<file path="config.mk">
export PLATFORM = sky130hd
export DESIGN_NAME = avalon_burst_master
export DESIGN_NICKNAME = d
export VERILOG_FILES = /design/src/rtl/avalon_burst_master.sv
export SDC_FILE = /design/constraint.sdc
export NUM_CORES = 1
export LEC_CHECK = 0
export CAP_MARGIN = 5
export CORE_ASPECT_RATIO = 1.2
export CORE_MARGIN = 10
export CORE_UTILIZATION = 36
export DETAILED_ROUTE_END_ITERATION = 12
export PLACE_DENSITY_LB_ADDON = 0.05
export SYNTH_ARGS = -nofsm -noshare
export SYNTH_HDL_FRONTEND = slang
export SYNTH_SLANG_ARGS = --single-unit
</file>
<file path="constraint.sdc">
create_clock -name clk -period 4.33 [get_ports clk]
set_clock_uncertainty 0.15 [all_clocks]
set_input_delay 0.866 -clock clk [delete_from_list [all_inputs] [get_ports clk]]
set_output_delay 0.866 -clock clk [all_outputs]
set_load 0.03 [all_outputs]
</file>
<file path="src/rtl/avalon_burst_master.sv">
// Avalon-MM burst master: runs one write or read burst per accepted command.
// Optional no-progress watchdog enabled by defining AVM_TIMEOUT_EN.
module avalon_burst_master #(
  parameter int TIMEOUT_CYCLES = 256
) (
  input  logic        clk,
  input  logic        rst,
  input  logic        cmd_valid,
  output logic        cmd_ready,
  input  logic        cmd_write,
  input  logic [10:0] cmd_address,
  input  logic [9:0]  cmd_burstcount,
  input  logic        wdata_valid,
  output logic        wdata_ready,
  input  logic [31:0] wdata,
  output logic        rdata_valid,
  output logic [31:0] rdata,
  output logic [10:0] address,
  output logic        write,
  output logic        read,
  output logic        beginbursttransfer,
  output logic [9:0]  burstcount,
  output logic [31:0] writedata,
  input  logic        waitrequest,
  input  logic [31:0] readdata,
  input  logic        readdatavalid,
  input  logic        writeresponsevalid,
  input  logic [1:0]  response,
  output logic        busy,
  output logic        done,
  output logic        error,
  output logic        timeout,
  output logic [2:0]  dbg_state
);
  typedef enum logic [2:0] {IDLE, WR_BURST, WR_RESP, RD_REQ, RD_DATA, DONE} state_t;

  state_t      state_q, state_d;
  logic [10:0] addr_q, addr_d;
  logic [9:0]  bcnt_q, bcnt_d;
  logic [9:0]  beat_q, beat_d;
  logic        first_q, first_d;
  logic        error_q, error_d;
  logic        timeout_q, timeout_d;
  logic        wr_xfer, rd_acc, rd_beat, wr_resp, beat_last;

  // Handshakes: a command moves on cmd_valid && cmd_ready, a write beat on
  // wdata_valid && wdata_ready (== write && !waitrequest); read beats cannot stall.
  assign wr_xfer   = (state_q == WR_BURST) && wdata_valid && !waitrequest;
  assign rd_acc    = (state_q == RD_REQ) && !waitrequest;
  assign rd_beat   = (state_q == RD_DATA) && readdatavalid;
  assign wr_resp   = (state_q == WR_RESP) && writeresponsevalid;
  assign beat_last = (beat_q + 10'd1) == bcnt_q;

`ifdef AVM_TIMEOUT_EN
  localparam int WD_W = (TIMEOUT_CYCLES > 2) ? $clog2(TIMEOUT_CYCLES) : 1;
  logic [WD_W-1:0] wd_q, wd_d;
  logic            progress, active;
  assign progress = wr_xfer || rd_acc || rd_beat || wr_resp;
  assign active   = (state_q == WR_BURST) || (state_q == WR_RESP) ||
                    (state_q == RD_REQ) || (state_q == RD_DATA);
`endif

  always_comb begin
    state_d   = state_q;
    addr_d    = addr_q;
    bcnt_d    = bcnt_q;
    beat_d    = beat_q;
    first_d   = 1'b0;
    error_d   = error_q;
    timeout_d = timeout_q;
    case (state_q)
      IDLE: begin
        if (cmd_valid) begin
          addr_d    = cmd_address;
          bcnt_d    = cmd_burstcount;
          beat_d    = '0;
          error_d   = 1'b0;
          timeout_d = 1'b0;
          if (cmd_burstcount == 10'd0) begin
            state_d = DONE;
            error_d = 1'b1;
          end else begin
            first_d = 1'b1;
            state_d = cmd_write ? WR_BURST : RD_REQ;
          end
        end
      end
      WR_BURST: begin
        if (wr_xfer) begin
          beat_d = beat_q + 10'd1;
          if (beat_last) state_d = WR_RESP;
        end
      end
      WR_RESP: begin
        if (wr_resp) begin
          if (response != 2'b00) error_d = 1'b1;
          state_d = DONE;
        end
      end
      RD_REQ: begin
        if (rd_acc) begin
          beat_d  = '0;
          state_d = RD_DATA;
        end
      end
      RD_DATA: begin
        if (rd_beat) begin
          beat_d = beat_q + 10'd1;
          if (response != 2'b00) error_d = 1'b1;
          if (beat_last) state_d = DONE;
        end
      end
      DONE:    state_d = IDLE;
      default: state_d = IDLE;
    endcase
`ifdef AVM_TIMEOUT_EN
    // Watchdog overrides whatever the burst logic decided this cycle.
    wd_d = '0;
    if (active && !progress) begin
      if (wd_q == WD_W'(TIMEOUT_CYCLES - 1)) begin
        state_d   = DONE;
        error_d   = 1'b1;
        timeout_d = 1'b1;
      end else begin
        wd_d = wd_q + 1'b1;
      end
    end
`endif
  end

  always_ff @(posedge clk) begin
    if (rst) begin
      state_q   <= IDLE;
      addr_q    <= '0;
      bcnt_q    <= '0;
      beat_q    <= '0;
      first_q   <= 1'b0;
      error_q   <= 1'b0;
      timeout_q <= 1'b0;
`ifdef AVM_TIMEOUT_EN
      wd_q      <= '0;
`endif
    end else begin
      state_q   <= state_d;
      addr_q    <= addr_d;
      bcnt_q    <= bcnt_d;
      beat_q    <= beat_d;
      first_q   <= first_d;
      error_q   <= error_d;
      timeout_q <= timeout_d;
`ifdef AVM_TIMEOUT_EN
      wd_q      <= wd_d;
`endif
    end
  end

  assign cmd_ready          = (state_q == IDLE);
  assign address            = addr_q;
  assign burstcount         = bcnt_q;
  assign write              = (state_q == WR_BURST) && wdata_valid;
  assign writedata          = (state_q == WR_BURST) ? wdata : 32'd0;
  assign wdata_ready        = (state_q == WR_BURST) && !waitrequest;
  assign read               = (state_q == RD_REQ);
  assign beginbursttransfer = first_q;
  assign rdata_valid        = rd_beat;
  assign rdata              = rd_beat ? readdata : 32'd0;
  assign busy               = (state_q != IDLE);
  assign done               = (state_q == DONE);
  assign error              = error_q;
  assign dbg_state          = state_q;

`ifdef AVM_TIMEOUT_EN
  assign timeout = timeout_q;
`else
  logic unused_timeout_cfg;
  assign unused_timeout_cfg = (^TIMEOUT_CYCLES) ^ timeout_q;
  assign timeout = 1'b0;
`endif
endmodule

</file>
# Word-level counts from Yosys, hierarchy flattened
# Cells that the tools add are included.
# word_totals
ff_bits,36
output_inout_bits,98
elab_cells,64
# op_classes
addsub,1
n_eq_ne,13
mux,24
bitwise_logic,2
reduce_logical,18
# op_table
operator,n
$mux 32,2
$mux 10,4
$pmux 10 s4,1
$mux 3,8
$pmux 3 s5,1
$ne 2x2->1 const B,6
$add 10x1->10 const B,1
$eq 10x10->1,1
$logic_not 10->1,1
$reduce_and 7->1,1
$eq 3x2->1 const B,2
$eq 3x3->1 const B,2
$logic_and 1x1->1,6
$mux 1,6
$reduce_bool 3->1,2
$reduce_and 5->1,1
$reduce_and 4->1,1
$reduce_bool 4->1,1
$eq 3x1->1 const B,1
$logic_not 3->1,1
$pmux 1 s3,1
$reduce_or 3->1,1
$mux 2,1
$ne 2x1->1 const B,1
other kinds (4),5

# Longest topological paths before layout
# depth
ltp_word,5
mapped_depth,7

# Worst setup path before layout
# No wires, ideal clock.
# synth_timing
path_kind,input to output
from,input readdatavalid
to,output rdata[22]
t_arrival_ps,2040
path_slack_ps,1274
cell_stages,3
n_path_buf,1
cell_sequence,nor3b_1 > clkbuf_1 > and2_1
# synth_between
elab_chain_len,2
# synth_lines
element,line_no,text
"start, declared",26,"input logic readdatavalid,"
$logic_and 1x1->1,50,assign rd_beat = (state_q == RD_DATA) && readdatavalid;
named net rdata_valid,16,"output logic rdata_valid,"
$mux 32,166,assign rdata = rd_beat ? readdata : 32'd0;
"end, declared",17,"output logic [31:0] rdata,"
# The timed path passes the listed nets, and every way through them passes these cells.

# Worst setup path in the final report
# layout_timing
from,input readdatavalid
to,output rdata[18]
# layout_between
elab_chain_len,2
# layout_lines
element,line_no
$logic_and 1x1->1,50
$mux 32,166
# No other way between the ends.

==> metrics.txt <==
ANT nets after route 0; Post-CTS Resized 0; Die X 94.9 um; initial DRC count 139; most frequent cells in the layout 191 x clkdlybuf4s50_1, 66 x and2_1, 50 x nand2_1, 36 x dfxtp_1, 35 x a21oi_1; Ports 193; First-pass DRT Iterations 4; unrepaired setup endpoints after global routing no; Final setup viols 0; first-pass GRT wire length 16300 um; asr flop ratio synth 0%; Worst path max stage delay 0.70 ns; Hold Path Class reg -> reg; fill count 561; #FFs+latches synth 36; EDFF count, synth 0; worst-skew pair later-pin latency 0.29 ns; cts hold-fix bufs 0; Clock Path Buffers 2; status finished clean; TritonCTS Sinks 36; synthesized area per cell 7.25 sq um; crit path max-delay cell type clkdlybuf4s50_1; Buf/Inv on CP 3; Max H-tree Level 2; grt total ovfl 0; postcts setup bufs 0; TritonCTS clock tree yes; yosys warns 0; DP HPWL 9080 um; CORE AREA 6490 sq um; FMAX 271 MHz; Post-synth top flop dfxtp_1; total track usage 19.7%; vias in the first global route 3033; fin. max-slew vios 0; fin crit share 85.1%; die area 10400 sq um; maximum VDD drop 0.361 mV; vias 2934; most frequent CP cell clkdlybuf4s50_1; fin util 69.5%; clk root buf clkbuf_8; pin count of the biggest net entering global routing 39; Pwr per Cell Area 494 nW/um^2; post-synth cell types 53; setup TNS 0 ns; initial core utilization 37.3%; maxcap violations 0; via/cell ratio 4.90; crit-path cells clkdlybuf4s50_1 > nor3b_2 > buf_4 > and2_1 > clkdlybuf4s50_1; nets 609; area added between synthesis and finish 86.2%; crit path kind in -> out; delay-heaviest family, CP buffers and inverters; Slew HR 54.0%; number of diodes 0; routability cong. 0.856; sequential share of the synthesized area 29.8%; critical path arrival 2.67 ns; port bufs 191; WL/cell 18.5 um; Netlist Area Pre-Place 2420 sq um; min Tclk post-route 3.69 ns; clk slew on worst S/H paths 0.08 ns; type of element capturing the critical path output pin; Net Count, Synth 430; share of layout cells above drive strength 1 4.47%; wirelength, routed 11100 um; Die Y 110 um; Critical Path Fanout Max 33; commonest non-fill, non-tap cell in the layout clkdlybuf4s50_1; Worst Tran Pin Value 0.689 ns; CP startpoint kind input port; cell count after synthesis 334; # DRC 0; Inserted Clock Buffers 5; initial antenna violation count 0; Fin. Hold Viols 0; Worst Path Required 3.31 ns; Cell Rows 32; Leakage Power 1.65 nW
## tightest hold or removal path, delay by kind of cell, from the launching register on
kind | cells | cell delay [ns]
AO/OA/AOI/OAI | 1 | 0.05
flip-flops | 1 | 0.31
AND/OR/NAND/NOR | 1 | 0.05
## through the flow
step                      hold WS, ns  std cells  area, sq um  power, W  setup slack [ns]
after global placement          0.290        591         4350   0.00181             0.672
after global routing            0.333        599         4510   0.00234             0.546
after detailed placement        0.298        591         4350   0.00182             0.624
after floorplan                 0.319        334         2420   0.00126              1.27
final                           0.307        599         4510   0.00223             0.644
after CTS                       0.309        599         4510   0.00224             0.625
## layout make-up
cell class / instances / area, sq um / area share [%]
repair buffers: 195 / 1940 / 43.1
clock inverters: 3 / 90.1 / 2.00
flip-flops and latches: 36 / 721 / 16.0
clock buffers: 5 / 68.8 / 1.53
multi-input cells: 267 / 1550 / 34.4
inverters: 8 / 30.0 / 0.666
well taps: 85 / 106 / 2.36
## routing by layer
layer / part of all wire, % / global-route usage, % / up-vias
li1: - / - / 1485
met1: 35 / 20.8 / 1318
met2: 53 / 35.7 / 119
met3: 9.0 / 7.57 / 12
met4: 2.0 / 5.14 / 0
met5: 0 / 0 / -
## power breakdown
part           internal [W]  switching, W
clock network      0.000288      0.000130
logic              0.000560      0.000778
registers          0.000387     0.0000848
## kinds of logic (layout without fill, tap and decap cells)
family | count (synthesis) | count (layout) | synth area share (%)
AO/OA/AOI/OAI | 69 | 69 | 18.0
AND/OR/NAND/NOR | 184 | 184 | 40.3
multiplexers | 3 | 3 | 1.45
buffers and inverters | 31 | 211 | 6.61
flip-flops | 36 | 36 | 29.8
adder cells (fa/ha/maj) | 1 | 1 | 0.516
other | 1 | 1 | 0.155
XOR/XNOR | 9 | 9 | 3.25
## cell usage after synthesis, drive strengths merged, types with 2 or more instances
cell | n | area (sq um)
o311ai | 2 | 17.5
or3 | 5 | 31.3
nor4 | 4 | 25.0
nor2 | 24 | 90.1
a31oi | 4 | 25.0
nor2b | 4 | 25.0
xnor2 | 5 | 43.8
nand4 | 2 | 12.5
and2 | 66 | 413
nand2 | 50 | 188
a21oi | 35 | 175
dfxtp | 36 | 721
nor3b | 2 | 15.0
o32ai | 2 | 25.0
xor2 | 4 | 35.0
nor3 | 6 | 30.0
nand3b | 3 | 22.5
nand2b | 4 | 25.0
o21ai | 12 | 60.1
nand3 | 5 | 30.0
inv | 8 | 30.0
buf | 8 | 60.1
or4 | 2 | 15.0
and3 | 5 | 38.8
a2111oi | 3 | 46.3
clkbuf | 15 | 70.1
o22ai | 2 | 12.5
mux2i | 2 | 20.0
## final timing paths
path            startpoint            to  slack [ns]  cells past startpoint
max reg2reg      beat_q[0]  dbg_state[0]        1.80                      6
min             address[3]    address[3]        0.31                      2
min reg2reg     address[3]    address[3]        0.31                      2
max          readdatavalid     rdata[18]        0.64                      5
## registers in the layout, indices dropped and copies added (netlist names)
name,cells
address,11
beat_q,10
burstcount,10
dbg_state,3
beginbursttransfer,1
error,1
(Power assumes the default switching activity.)
